**src/rtl/hand_datapath.sv**
```systemverilog
// Baccarat hand datapath: card generator, six hand registers, registered scores and counts.
// Latency: a card loads 1 cycle after its strobe; scores and counts follow 1 cycle later. No backpressure.
module hand_datapath #(
  parameter int CARD_MAX = 13
) (
  input  logic       clk,
  input  logic       reset,
  input  logic       new_round,
  input  logic [2:0] load_p,
  input  logic [2:0] load_d,
  output logic [3:0] pcard1,
  output logic [3:0] pcard2,
  output logic [3:0] pcard3,
  output logic [3:0] dcard1,
  output logic [3:0] dcard2,
  output logic [3:0] dcard3,
  output logic [3:0] pscore,
  output logic [3:0] dscore,
  output logic [1:0] pcount,
  output logic [1:0] dcount
);

  localparam logic [3:0] GEN_LAST = 4'(CARD_MAX);

  logic [3:0] gen;
  logic [4:0] psum;
  logic [4:0] dsum;
  logic       clear;

  // Baccarat values: only A..9 count, tens and court cards are worth nothing.
  function automatic logic [4:0] card_value(input logic [3:0] code);
    if (code >= 4'd1 && code <= 4'd9) begin
      return {1'b0, code};
    end
    return 5'd0;
  endfunction

  function automatic logic [3:0] mod10(input logic [4:0] sum);
    logic [4:0] r;
    r = sum;
    if (r >= 5'd20) begin
      r = r - 5'd20;
    end else if (r >= 5'd10) begin
      r = r - 5'd10;
    end
    return r[3:0];
  endfunction

  function automatic logic [1:0] filled(input logic [3:0] a, input logic [3:0] b,
                                        input logic [3:0] c);
    return 2'(a != 4'd0) + 2'(b != 4'd0) + 2'(c != 4'd0);
  endfunction

  assign clear = reset | new_round;
  assign psum  = card_value(pcard1) + card_value(pcard2) + card_value(pcard3);
  assign dsum  = card_value(dcard1) + card_value(dcard2) + card_value(dcard3);

  // Free-running deck position; never touched by new_round.
  always_ff @(posedge clk) begin
    if (reset) begin
      gen <= 4'd1;
    end else if (gen == GEN_LAST) begin
      gen <= 4'd1;
    end else begin
      gen <= gen + 4'd1;
    end
  end

  always_ff @(posedge clk) begin
    if (clear) begin
      pcard1 <= 4'd0;
      pcard2 <= 4'd0;
      pcard3 <= 4'd0;
      dcard1 <= 4'd0;
      dcard2 <= 4'd0;
      dcard3 <= 4'd0;
    end else begin
      if (load_p[0]) pcard1 <= gen;
      if (load_p[1]) pcard2 <= gen;
      if (load_p[2]) pcard3 <= gen;
      if (load_d[0]) dcard1 <= gen;
      if (load_d[1]) dcard2 <= gen;
      if (load_d[2]) dcard3 <= gen;
    end
  end

  // Scores and counts are taken from the card registers, one cycle behind them.
  always_ff @(posedge clk) begin
    if (clear) begin
      pscore <= 4'd0;
      dscore <= 4'd0;
      pcount <= 2'd0;
      dcount <= 2'd0;
    end else begin
      pscore <= mod10(psum);
      dscore <= mod10(dsum);
      pcount <= filled(pcard1, pcard2, pcard3);
      dcount <= filled(dcard1, dcard2, dcard3);
    end
  end

endmodule
```
**config.mk**
```make
export PLATFORM = sky130hd
export DESIGN_NAME = hand_datapath
export DESIGN_NICKNAME = d
export VERILOG_FILES = /design/src/rtl/hand_datapath.sv
export SDC_FILE = /design/constraint.sdc
export NUM_CORES = 1
export LEC_CHECK = 0
export BUFFER_PORTS_ARGS = -buffer_cell sky130_fd_sc_hd__clkbuf_2
export CORE_UTILIZATION = 35
export CTS_CLUSTER_SIZE = 8
export DETAILED_ROUTE_END_ITERATION = 10
export SYNTH_ARGS = -nofsm -noshare
export SYNTH_HDL_FRONTEND = slang
export SYNTH_SLANG_ARGS = --single-unit
```
**constraint.sdc**
```tcl
create_clock -name clk -period 4.04 [get_ports clk]
set_input_delay 0.808 -clock clk [delete_from_list [all_inputs] [get_ports clk]]
set_output_delay 0.808 -clock clk [all_outputs]
set_load 0.005 [all_outputs]
```
==> run metrics <==
Final Setup Violations=0; initial drt markers=52; Final Critical Period=3.40 ns; gpl congestion=between 0.8 and 0.9; status=finished, final reports clean; WP data required=4.28 ns; first-pass GRT wire length=8090 um; DIE HEIGHT=between 80 and 90 um; area post-placement=0.00255 sq mm; vias in the first global route=between 1,500 and 2,000; initial antenna violation count=0; ratio of cells with drive above 1 in the final layout=18.9%; Hold Vio Cnt, Final=0; maximum vdd drop=0.000178 V; WHS=0.550 ns; top area cells in the synthesized netlist=dfxtp_1 (35%), mux2i_1 (11%), fa_1 (11%), ha_1 (7.7%), nor2_1 (5.9%); HPWL Detailed=3520 um; number of synthesized register bits=40; sequential share of the synthesized area=35.0%; Net count, final=roughly 320; Clk pin slew, worst setup/hold paths=0.08 ns; WP data arrival=around 3.6 ns; CP max-delay cell=dfxtp_1; Synth top cells by count=dfxtp_1 (40), nor2_1 (36), mux2i_1 (25); final setup TNS=0 ns; Post-Syn Area=between 0.002 and 0.0025 sq mm; DRC viols=0; Buf/Inv on CP=1; static leakage=between 1 and 1.5 nW; fin. max-slew vios=0; total CTS buffers=5; # IOs=45; Rows=29; CTS tree=built; core area=~0.0063 sq mm; RSZ-0062 raised after global routing=false; Crit Path Class=reg2reg; Netlist cell types=33; most area-hungry cell type in the Yosys netlist=dfxtp_1; post-CTS sizing=0; Top FF cell, synth=dfxtp_1; Die W=82.8 um; Setup Buffers After CTS=0; ordered cell list for the critical path=o21ai_0 > and2_1 > fa_1 > ha_1 > fa_1 > xor2_1 > inv_1 > ha_1 > nor3b_1 > or3_1 > or4_1 > nand3_1; Pwr Density=353 mW/mm^2; CTS Root Cell=clkbuf_8; clock buffer depth=2; Via density=4.98; worst skew pair latency=0.30 ns; most frequent cell after synthesis=dfxtp_1; Routed WL per cell=13.4 um; register area=801 sq um; EDFF count, synth=0; area grow syn2layout=17.1%; CP Launch Type=flop; pin slew with the least headroom to its limit=0.718 ns; initial core utilization=36.2%; # diodes=0; Hold Buf Count CTS=0; drt total wl=4810 um; routed via count=1,782; FMAX=about 290 MHz; crit share post-route=a little over four fifths; ys async rst share=0%; Mapped Avg Cell Area=about 9.4 sq um; pin count of the biggest net entering global routing=37; Multi-input gate area=0.00140 sq mm; Crit Path Max Fanout=7; FILL cells=675; port buffer count=44; GR Overflow Total=0; Mapped Nets=approximately 280; final instance area=0.00268 sq mm; hold crit path type=reg2reg; Tot GR Track Use=14.8%; critical path's largest stage delay=~0.43 ns; Mapped Cells=244; Worst Skew=0.00355 ns; Pre-antenna DRT Iters=4; Worst setup EP type=flop; CTS Sinks=40; post-route antenna net violation count=0; YS warnings=0; share of the synthesized area in the top cell type=35.0%; family with the most delay on the worst path=adder cells; DIE AREA=between 0.006 and 0.007 sq mm; Rel. slew slack=52.1%; H-tree levels=2; max_cap viols=0
## path summary, 6_finish.rpt
check | end | slack, ns | startpoint | depth (start not counted)
min reg2reg | dcard1[0] | 0.55 | dcard1[0] | 2
max reg2reg | dscore[1] | 0.64 | dcard1[3] | 12
max | dscore[1] | 0.64 | dcard1[3] | 12
min | dcard1[0] | 0.55 | dcard1[0] | 2
## metal layers
metal | vias up | wire length, um | global-route usage, %
met4 | 0 | 57 | 4.70
met2 | 32 | 2230 | 23.8
met3 | 5 | 155 | 4.08
met5 | - | 0 | 0
met1 | 836 | 2370 | 19.1
li1 | 909 | - | -
## metrics by stage
stage	setup WS (ns)	total power [mW]	cells	util, %
final	0.641	0.947	358	42.4
after global placement	0.725	0.564	351	40.4
after CTS	0.643	0.958	358	42.4
after detailed placement	0.673	0.566	351	40.4
after global routing	0.449	0.994	358	42.4
after floorplan	0.895	0.528	244	-
## kinds of logic after synthesis
group           Yosys count  synth area share, %
compound gates           31                 7.82
simple gates             92                 21.8
buf+inv                  24                 3.99
fa+ha+maj                26                 18.2
flops                    40                 35.0
xor+xnor                  6                 2.30
mux                      25                 10.9
## where the power goes
part	internal (mW)	switching [mW]	total [mW]
logic	0.0581	0.0691	0.127
clock network	0.243	0.147	0.390
registers	0.408	0.0212	0.430
## state kept, by name, summed over array words and instances, names as in the netlist
register and flops:
pscore 4, pcount 2, dcard3 4, pcard3 4, pcard2 4, dcard1 4, pcard1 4, dcard2 4
dscore 4, gen 4, dcount 2
## cell type report
class	instances	share of cell area [%]
clock inverter	2	2.24
sequential	40	29.9
tap	77	3.60
timing repair buffer	44	8.22
multi-input combinational	180	52.1
inverter	10	1.40
clock buffer	5	2.57
## worst min-delay path: cells and delay by family (launching register included)
kind / cells / cell delay (ns)
AND/OR/NAND/NOR: 1 / 0.05
multiplexers: 1 / 0.12
flip-flops: 1 / 0.34
## cell usage in the layout (no fill, tap or decap), drive strengths merged
| cell | synthesis | routed |
|---|---|---|
| nor2 | 36 | 36 |
| fa | 12 | 12 |
| o21ai | 13 | 13 |
| ha | 14 | 14 |
| xor2 | 4 | 4 |
| o311ai | 2 | 2 |
| nor2b | 15 | 15 |
| nand4 | 2 | 2 |
| nor4 | 6 | 6 |
| a21o | 2 | 2 |
| nand4b | 1 | 1 |
| nand3 | 2 | 2 |
| a21oi | 9 | 9 |
| inv | 10 | 10 |
| or3 | 2 | 2 |
| mux2i | 25 | 25 |
| and3 | 2 | 2 |
| and2 | 8 | 8 |
| xnor2 | 2 | 2 |
| a31oi | 1 | 1 |
| bufinv | 0 | 2 |
| nand2 | 1 | 1 |
| or2b | 2 | 2 |
| dfxtp | 40 | 40 |
| or4 | 2 | 2 |
| or2 | 1 | 1 |
| o211ai | 2 | 2 |
| nor3b | 8 | 8 |
| o21a | 2 | 2 |
| nor3 | 4 | 4 |
| clkbuf | 7 | 49 |
(Power assumes the default switching activity.)
